==> config.mk <==
export PLATFORM = sky130hd
export DESIGN_NAME = dmem_arbiter
export DESIGN_NICKNAME = d
export VERILOG_FILES = /design/src/rtl/dmem_arbiter.sv
export SDC_FILE = /design/constraint.sdc
export NUM_CORES = 1
export LEC_CHECK = 0
export CORE_AREA = 8 8 113 115
export CTS_BUF_LIST = sky130_fd_sc_hd__clkbuf_4 sky130_fd_sc_hd__clkbuf_8
export DETAILED_ROUTE_END_ITERATION = 6
export DIE_AREA = 0 0 121 123
export HOLD_SLACK_MARGIN = 0.03
export PLACE_DENSITY_LB_ADDON = 0.1
export SLEW_MARGIN = 10
export SYNTH_ARGS = -nofsm -noshare
export SYNTH_HDL_FRONTEND = slang
export SYNTH_SLANG_ARGS = --single-unit
==> constraint.sdc <==
create_clock -name Clk -period 2.05 [get_ports Clk]
set_input_delay 0.41 -clock Clk [delete_from_list [all_inputs] [get_ports Clk]]
set_output_delay 0.41 -clock Clk [all_outputs]
set_load 0.05 [all_outputs]
==> src/rtl/dmem_arbiter.sv <==
// ---------------------------------------------------------------------------
// dmem_arbiter
//   Shares the single DataMemory port between the pipeline MEM stage (CPU)
//   and an external loader/debug port (LDR).
//   Each cycle the arbiter grants the memory to at most one requester:
//     - the CPU has priority in normal sharing mode,
//     - a starvation guard forces the LDR to win after STARVE_MAX
//       consecutive refused cycles,
//     - the LDR can take exclusive ownership through LdrLock. The lock is
//       acquired only once the CPU is idle, so a CPU access in flight is
//       never cut short.
//
// Ports
//   Clk, Reset             clock, synchronous active-low reset
//   Cpu* (in)              CPU request, direction, address, data, size
//   CpuRData, CpuStall     CPU read data (combinational), pipeline hold
//   Ldr* (in)              loader request, direction, address, data, lock
//   LdrAck                 loader access performed this cycle
//   LdrRData, LdrRValid    registered loader read data and its valid pulse
//   LdrLocked              memory is exclusively owned by the loader
//   Mem* (out), MemRData   DataMemory port (combinational read)
// ---------------------------------------------------------------------------
module dmem_arbiter #(
  parameter int unsigned STARVE_MAX   = 4,
  parameter logic [1:0]  LDR_MEM_TYPE = 2'b00
) (
  input  logic        Clk,
  input  logic        Reset,
  input  logic        CpuReq,
  input  logic        CpuWe,
  input  logic [31:0] CpuAddr,
  input  logic [31:0] CpuWData,
  input  logic [1:0]  CpuType,
  output logic [31:0] CpuRData,
  output logic        CpuStall,
  input  logic        LdrReq,
  input  logic        LdrWe,
  input  logic [31:0] LdrAddr,
  input  logic [31:0] LdrWData,
  input  logic        LdrLock,
  output logic        LdrAck,
  output logic [31:0] LdrRData,
  output logic        LdrRValid,
  output logic        LdrLocked,
  output logic [31:0] MemAddr,
  output logic [31:0] MemWData,
  output logic        MemWrite,
  output logic        MemRead,
  output logic [1:0]  MemType,
  input  logic [31:0] MemRData
);

  localparam logic [1:0] ST_SHARE     = 2'd0;
  localparam logic [1:0] ST_LOCK_PEND = 2'd1;
  localparam logic [1:0] ST_LOCKED    = 2'd2;

  localparam logic [3:0] STARVE_LIM = STARVE_MAX[3:0];

  logic [1:0]  state_q, state_d;
  logic [3:0]  starve_cnt_q, starve_cnt_d;
  logic [31:0] ldr_rdata_q, ldr_rdata_d;
  logic        ldr_rvalid_q, ldr_rvalid_d;

  logic        cpu_win_s;
  logic        ldr_win_s;

  // Per-cycle grant; nobody wins while reset is held so memory sees no access.
  always_comb begin
    cpu_win_s = 1'b0;
    ldr_win_s = 1'b0;
    if (Reset) begin
      case (state_q)
        ST_SHARE: begin
          cpu_win_s = CpuReq & (starve_cnt_q < STARVE_LIM);
          ldr_win_s = LdrReq & ~cpu_win_s;
        end
        ST_LOCK_PEND: begin
          // Lock is waiting for the CPU to go idle; CPU keeps priority.
          cpu_win_s = CpuReq;
          ldr_win_s = LdrReq & ~CpuReq;
        end
        ST_LOCKED: begin
          cpu_win_s = 1'b0;
          ldr_win_s = LdrReq;
        end
        default: begin
          cpu_win_s = 1'b0;
          ldr_win_s = 1'b0;
        end
      endcase
    end else begin
      cpu_win_s = 1'b0;
      ldr_win_s = 1'b0;
    end
  end

  // Memory port mux; with no winner the address/data lines stay on the CPU.
  always_comb begin
    if (ldr_win_s) begin
      MemAddr  = LdrAddr;
      MemWData = LdrWData;
    end else begin
      MemAddr  = CpuAddr;
      MemWData = CpuWData;
    end
    if (cpu_win_s) begin
      MemType = CpuType;
    end else begin
      MemType = LDR_MEM_TYPE;
    end
    MemWrite = (cpu_win_s & CpuWe) | (ldr_win_s & LdrWe);
    MemRead  = (cpu_win_s & ~CpuWe) | (ldr_win_s & ~LdrWe);
  end

  assign CpuRData  = MemRData;
  assign CpuStall  = Reset & CpuReq & ~cpu_win_s;
  assign LdrAck    = ldr_win_s;
  assign LdrRData  = ldr_rdata_q;
  assign LdrRValid = ldr_rvalid_q;
  assign LdrLocked = (state_q == ST_LOCKED);

  // Lock FSM next state.
  always_comb begin
    state_d = state_q;
    case (state_q)
      ST_SHARE: begin
        if (LdrLock) begin
          state_d = ST_LOCK_PEND;
        end else begin
          state_d = ST_SHARE;
        end
      end
      ST_LOCK_PEND: begin
        // Dropping the lock request takes precedence over acquiring it.
        if (!LdrLock) begin
          state_d = ST_SHARE;
        end else if (!CpuReq) begin
          state_d = ST_LOCKED;
        end else begin
          state_d = ST_LOCK_PEND;
        end
      end
      ST_LOCKED: begin
        if (!LdrLock) begin
          state_d = ST_SHARE;
        end else begin
          state_d = ST_LOCKED;
        end
      end
      default: begin
        state_d = ST_SHARE;
      end
    endcase
  end

  // Starvation counter: counts consecutive refused LDR cycles, saturating.
  always_comb begin
    starve_cnt_d = starve_cnt_q;
    if (ldr_win_s) begin
      starve_cnt_d = 4'd0;
    end else if (LdrReq) begin
      if (starve_cnt_q >= STARVE_LIM) begin
        starve_cnt_d = STARVE_LIM;
      end else begin
        starve_cnt_d = starve_cnt_q + 4'd1;
      end
    end else begin
      starve_cnt_d = 4'd0;
    end
  end

  // LDR read return: capture memory data at the edge ending a granted LDR read.
  always_comb begin
    ldr_rvalid_d = ldr_win_s & ~LdrWe;
    if (ldr_rvalid_d) begin
      ldr_rdata_d = MemRData;
    end else begin
      ldr_rdata_d = ldr_rdata_q;
    end
  end

  // State registers with synchronous active-low reset.
  always_ff @(posedge Clk) begin
    if (!Reset) begin
      state_q      <= ST_SHARE;
      starve_cnt_q <= 4'd0;
      ldr_rdata_q  <= 32'd0;
      ldr_rvalid_q <= 1'b0;
    end else begin
      state_q      <= state_d;
      starve_cnt_q <= starve_cnt_d;
      ldr_rdata_q  <= ldr_rdata_d;
      ldr_rvalid_q <= ldr_rvalid_d;
    end
  end

endmodule

# == Yosys cells after proc, flatten, opt, wreduce, memory -nomap -nowiden ==
# Index checks and enable logic that the tools add are counted.
# Widths: inputs -> output; s select.
# word_totals
wordCells,44
rom_bits,0
ram_bits,0
n_memories,0
in_bits,169
out_inout_bits,136
latch_bits,0
reg_bits,39
# op_classes
eq_ne,2
mul,0
n_div,0
muxes,13
add_sub_neg,1
shift,0
reduce_logical,3
bitwise_logic,18
magnitude_cmp,2
# op_table
op,count
$mux 32,2
$and 1x1->1,9
$mux 2,4
$not 1->1,7
$pmux 2 s3,1
$add 4x1->4 const B,1
$ge 4x3->1 const B,1
$lt 4x3->1 const B,1
$reduce_or 4->1,1
$mux 1,3
$mux 3,1
$pmux 1 s3,1
$reduce_or 3->1,1
$eq 2x1->1 const B,1
$eq 2x2->1 const B,1
$logic_not 2->1,1
$or 1x1->1,2
$pmux 1 s2,1

# == Longest topological paths before layout ==
# Gate-level depths: netlist of the first run.
# depth
word_depth,8
ltp_mapped,5
depth_no_buf,3

# == Least setup slack after synthesis of the first run ==
# Ideal clock, no wire load.
# synth_path
path_kind,input to output
from,input port Reset
to,output port MemRead
setup_slack_ns,-0.211
path_stages,3
t_arrival_ns,1.851
n_path_buf,1
required_time_ns,1.640
path_cell_list,clkbuf_1 -> nand3_1 -> o21ai_0
# synth_via
elab_chain_cells,3
elab_cells_between_ends,5
classes_between,mux (2); bitwise (3)
# synth_rtl
item,line,source
start: declaration,28,"input logic Reset,"
$mux 1,71,if (Reset) begin
$and 1x1->1,112,MemRead = (cpu_win_s & ~CpuWe) | (ldr_win_s & ~LdrWe);
$or 1x1->1 (*),112,
end: declaration,48,"output logic MemRead,"
# Mark *: on every way between the ends. The rest lies on a longest branch, timed or not.

# == Final worst setup path of the first run ==
# layout_path
from,input port CpuReq
to,output port MemWData[8]
# layout_via
elab_chain_cells,6
elab_cells_between_ends,8
classes_between,mux (3); bitwise (5)
# layout_rtl
item,line,source
start: declaration,29,"input logic CpuReq,"
$and 1x1->1,74,cpu_win_s = CpuReq & (starve_cnt_q < STARVE_LIM);
$not 1->1,75,ldr_win_s = LdrReq & ~cpu_win_s;
$and 1x1->1,75,
$pmux 1 s3 (*),72,case (state_q)
$mux 1 (*),71,
$mux 32 (*),99,if (ldr_win_s) begin
end: declaration,46,"output logic [31:0] MemWData,"
# Marked as above.

==> results of run 1 <==
[cells in the final DEF, fill, tap and decap left out, types with 2 or more instances in the layout]
master and instances:
buf_4 21, dfxtp_2 2, nor2b_1 3, mux2i_1 32
clkbuf_8 6, buf_12 48, buf_8 45, dfxtp_1 37
dlygate4sd2_1 3, diode_2 2, nand2_1 35, mux2_2 12
nor3_1 4, inv_1 34, and3_4 2, mux2_4 52
clkdlybuf4s50_1 197, buf_6 25
[cells by family after synthesis]
| logic type | count (synthesis) | share of synthesized area (%) |
|---|---|---|
| muxes | 96 | 39.39 |
| buffers and inverters | 81 | 18.61 |
| and+or+nand+nor | 52 | 8.712 |
| DFF | 39 | 29.55 |
| AOI/OAI and AO/OA | 7 | 3.125 |
| adders and majority gates | 1 | 0.4734 |
| other | 1 | 0.1419 |
[repair_timing]
item | in CTS | in global routing
gates resized for setup | 168 | 26
gates cloned | 3 | 1
setup buffers | 12 | 2
pin swaps | 2 | 2
setup endpoints to repair | 70 | 69
[per-layer routing]
metal	wire length, um	GRT usage (%)	part of all wire, %	vias to the layer above
li1	-	-	-	1475
met1	5246	18.41	34	1464
met2	8116	35.89	52	161
met3	1728	9.498	11	25
met4	400	7.026	2.6	6
met5	44	0	0.28	-
[report_power, final]
group | switching [W] | internal, W
clock network | 0.000286 | 0.000401
logic | 0.00100 | 0.000999
registers | 0.0000194 | 0.000795
total | 0.00131 | 0.00219
[worst paths after layout]
path	start	to	slack (ns)
worst max register to register	state_q[1]	LdrRData[20]	0.13
worst min-delay path	starve_cnt_q[0]	starve_cnt_q[0]	0.44
worst min register to register	starve_cnt_q[0]	starve_cnt_q[0]	0.44
worst max-delay path	CpuReq	MemWData[8]	-0.37
[state kept, by name, indices dropped and copies added (netlist names)]
name / count
LdrRData: 32
starve_cnt_q: 4
state_q: 2
LdrRValid: 1
[worst max-delay path: cells and delay by family]
kind,cells,cell delay (ns)
AOI/OAI and AO/OA,1,0.27
buffers and inverters,5,0.83
muxes,1,0.32
and+or+nand+nor,1,0.18
[area by class of cell]
cell class                 instances  area share (%)
clock buffer                       6           1.187
clock inverter                     2          0.5576
multi-input combinational        157           23.20
antenna                            2         0.07194
tap                              143           2.572
inverter                          34           1.835
timing repair buffer             341           59.32
sequential                        39           11.26
[through the flow]
stage | util (%) | std cells | TNS [ns] | setup slack [ns]
6_report | 62.80 | 724 | -19.60 | -0.3741
5_1_grt | 62.78 | 723 | -22.67 | -0.4185
4_1_cts | 62.22 | 724 | -21.77 | -0.3866
3_5_place_dp | 53.86 | 701 | -41.89 | -0.5805
3_3_place_gp | 53.86 | 701 | -35.43 | -0.4994
2_1_floorplan | - | 277 | -0.3911 | -0.06518
==> metrics.txt, run 1 <==
clk slew on worst S/H paths=0.07 ns; fin crit period=~2.4 ns; Post-layout nets=748; slowest cell delay on critical path=between 0.3 and 0.4 ns; top cell type's share of synthesized area=29.55%; post-route worst setup slack=-0.3741 ns; total gr overflow=0; Max Fclk=0.4125 GHz; Top FF cell, synth=dfxtp_1; Design Area, Final=6957 um^2; root buf cell=clkbuf_8; failing checks=negative setup slack; RD Place Congestion=0.8637; I/O Buffers=304; DR iter-0 viols=104; Critical Path End Type=primary output; area of the multi-input gates=1614 um^2; H-tree levels=2; Post-synth EDFFs=0; clock buffer depth=2; post-synthesis sequential area ratio=29.55%; Worst path most repeated cell=buf_12; largest net degree at the start of global routing=39; depth of the most critical reg-to-reg path=7; CTS Buf Count=5; worst path required time=approximately 1.6 ns; Vias/cell=4.325; async set-reset flop share out of synthesis=0%; Synthesis Warnings=0; worst-path cell chain=dlygate4sd2_1, and2b_4, a211oi_4, buf_12, buf_12, buf_12, mux2_4, buf_12; first-pass GRT wire length=21.72 mm; final hold slack=0.4353 ns; Area after DPL=5966 um^2; Min-Delay Path Class=reg -> reg; VDD IR max=around 0.00033 V; Max stage delay cell, worst path=mux2_4; mapped cell area=2643 um^2; Register Area=783.3 um^2; status=finished with violations; Clock Skews=0.01375 ns; initial antenna violation count=4; PD cells=a little over 500 nW/um^2; Hold Buf Count CTS=0; Sink Count=39; Crit path arrival time=2.01 ns; die area=approximately 15,000 um^2; DRC viols=0; most common cell in the synthesized netlist=mux2_2; area grow syn2layout=163.3%; final hold vios=0; list of most frequent post-synthesis cells=mux2_2, dfxtp_1, buf_4, nand2_1, inv_1; startpoint types=input port; final wirelength=15.54 mm; # rows=39; Cells after Synth=277; Leak=3.235 nW; Distinct cells, synth=26; Post-DRT Antenna Nets=0; Syn Nets=447; Die Ht=123 um; HPWL Detailed=~13 mm; vias in the first global route=between 3,000 and 4,000; Synth area leader=dfxtp_1; #FFs+latches synth=39; average size of a mapped cell=~9.5 um^2; max_slew headroom=63.82%; largest fanout on the critical path=7; Tcrit/Tclk final=118.2%; drt pass-1 iters=4; clk_lat worst skew=0.29 ns; RSZ-0062 raised after global routing=true; DR WL/cell=21.46 um; Slew Viols, Final=0; Tot GR Track Use=19.46%; setup violators final=67; slew at the pin closest to its max-slew limit=0.5411 ns; critical path class=in -> out; via count=3,131; layout cells sized above 1=39.38%; hold path depth=1; number of fill cells=888; CTS tree=built; initial core utilization=23.86%; Core ar.=roughly 11,000 um^2; IO Pins=a little over 300; Die X=roughly 120 um; top cells by area, synth=dfxtp_1, mux2_2, mux2i_1; Design Power=0.003504 W; total of max-cap violations=0
(Power assumes the default switching activity.)
==> run 2: changes to the inputs <==
- CORE_AREA: 8 8 113 115 -> 2 2 119 121
==> run 2 against run 1 <==
  * The run still ends with negative setup slack left
  * Fmax up 1.2%
  * Setup slack better by 0.028 ns
  * Largest power group unchanged
  * First-iteration DRC count shrank 38%
  * Critical path depth fell by 1
  * Critical endpoint is now MemWData[16]
  * Core utilization decreased by 12 points
==> metrics.txt, run 2 (synthesis results as in run 1) <==
IO Pins=305 (unchanged); Vias/cell=4.017 (-7.1%); max FFs per register=32 (unchanged); post-route worst setup slack=-0.3457 ns (+0.02841 ns); RSZ-0062 raised after global routing=true; Post-DRT Antenna Nets=0 (unchanged); Min-Delay Path Class=reg -> reg; clk slew on worst S/H paths=0.08 ns (about the same); PD cells=481.9 nW/um^2 (-4.3%); critical path class=reg -> out; first-pass GRT wire length=19.67 mm (-9.5%); most common cell after layout, fill and taps aside=clkdlybuf4s50_1; top cell family by delay on the critical path=buffers and inverters; final hold vios=0 (unchanged); Die X=121 um (unchanged); area of the multi-input gates=1588 um^2 (-1.6%); slowest cell delay on critical path=0.33 ns (about the same); Leak=3.160 nW (-2.3%); H-tree levels=2 (unchanged); Max stage delay cell, worst path=dfxtp_2; die area=14,880 um^2 (unchanged); Clock Skews=0.004172 ns (-0.009579 ns); total gr overflow=0 (unchanged); DR iter-0 viols=64 (-38%); layout cells sized above 1=38.78% (-0.60 points); I/O Buffers=304 (unchanged); Max Fclk=0.4174 GHz (+1.2%); total of max-cap violations=0 (unchanged); Critical Path End Type=primary output; number of fill cells=1,242 (+40%); largest fanout on the critical path=4 (-3); worst-path cell chain=o21bai_4, a211oi_4, buf_4, buf_16, buf_8, mux2_4, buf_8; Worst path most repeated cell=buf_8; Post-layout nets=744 (-0.53%); setup violators final=67 (unchanged); CTS tree=built; via count=3,033 (-3.1%); Place WS=-0.5820 ns (-0.001510 ns); drt pass-1 iters=4 (unchanged); diodes inserted=0 (-2); max_slew headroom=64.17% (+0.35 points); Tcrit/Tclk final=116.9% (-1.4 points); largest net degree at the start of global routing=39 (unchanged); Core ar.=13,610 um^2 (+23%); # rows=43 (+10%); fin crit period=2.396 ns (-0.02841 ns); Hold Buf Count CTS=0 (unchanged); slew at the pin closest to its max-slew limit=0.5357 ns (-0.005308 ns); Tot GR Track Use=17.53% (-1.9 points); crit path buf inv count=4 (-1); startpoint types=flop; clock buffer depth=2 (unchanged); depth of the most critical reg-to-reg path=7 (unchanged); CTS Buf Count=5 (unchanged); status=finished with violations; most frequent cells in the layout=clkdlybuf4s50_1, buf_8, mux2_4; Final Core Density=50.67% (-12 points); DRC viols=0 (unchanged); initial antenna violation count=0 (-4); RD Place Congestion=0.9068 (+5.0%); Slew Viols, Final=0 (unchanged); Crit path arrival time=1.99 ns (-0.02 ns); vias in the first global route=3,274 (-4.5%); Die Ht=123 um (unchanged); clk_lat worst skew=0.30 ns (about the same); root buf cell=clkbuf_8; area grow syn2layout=161.0%; final wirelength=13.78 mm (-11%); VDD IR max=0.0002716 V (-18%); failing checks=negative setup slack; initial core utilization=19.41% (-4.4 points); DR WL/cell=18.26 um (-15%); HPWL Detailed=10.82 mm (-14%); worst path required time=1.64 ns (about the same); CP Depth=7 (-1); Sink Count=39 (unchanged); hold path depth=1 (unchanged); Register Area=783.3 um^2 (unchanged)
[run 2: changes by cell type in the layout (fill, tap and decap cells not counted), sizes merged]
cell           delta
clkinv            +1
diode             -2
bufinv            -1
clkinvlp          +2
inv               -1
clkbuf            -1
buf               -5
clkdlybuf4s50     +1
[run 2: path summary, 6_finish.rpt]
check	start	to	slack, ns
worst max-delay path	state_q[0]	MemWData[16]	-0.35
worst min-delay path	starve_cnt_q[0]	starve_cnt_q[0]	0.43
worst max register to register	state_q[0]	LdrRData[23]	0.12
worst min register to register	starve_cnt_q[0]	starve_cnt_q[0]	0.43
[run 2: through the flow]
| step | cell area (um^2) | setup TNS, ns | hold slack (ns) | cells | power [W] |
|---|---|---|---|---|---|
| floorplan | 2649 | -0.3911 | 0.4069 | 277 | 0.001761 |
| global placement | 5979 | -42.12 | 0.4155 | 735 | 0.002530 |
| detailed placement | 5979 | -44.97 | 0.4211 | 735 | 0.002532 |
| CTS | 6872 | -22.44 | 0.4351 | 755 | 0.003357 |
| global route | 6897 | -24.46 | 0.4623 | 755 | 0.003457 |
| finish | 6897 | -20.14 | 0.4318 | 755 | 0.003324 |
[run 2: what timing repair did]
item,CTS,global route
setup endpoints to repair,70,67
gates cloned,4,1
gates resized for setup,170,13
pin swaps,4,2
buffers inserted,9,3
[run 2: power breakdown]
group / internal, W / leakage [nW] / switching (W)
combinational: 0.000981 / 2.80 / 0.000988
sequential: 0.000795 / 0.319 / 0.0000196
clock: 0.000237 / 0.0402 / 0.000303
[run 2: routing by layer]
layer  share of wire, %  up-vias  GRT usage (%)
met3                 10       13          6.227
li1                   -     1475              -
met5                  0        -              0
met4                1.6        0          4.215
met1                 39     1381          20.29
met2                 49      164          30.90
[run 2: worst register-to-register path, stage by stage (launching register included)]
cell and delay (ns):
dfxtp_2 0.33, o21bai_4 0.18, buf_4 0.14, buf_6 0.12, a2111o_2 0.50, buf_4 0.16, buf_6 0.21, mux2i_1 0.18
[run 2: layout make-up]
cell class / instances / share of cell area (%)
clock buffer: 5 / 0.9978
timing repair buffer: 337 / 59.22
inverter: 34 / 1.851
multi-input combinational: 157 / 23.02
clock inverter: 3 / 0.2903
sequential: 39 / 11.36
tap: 180 / 3.266
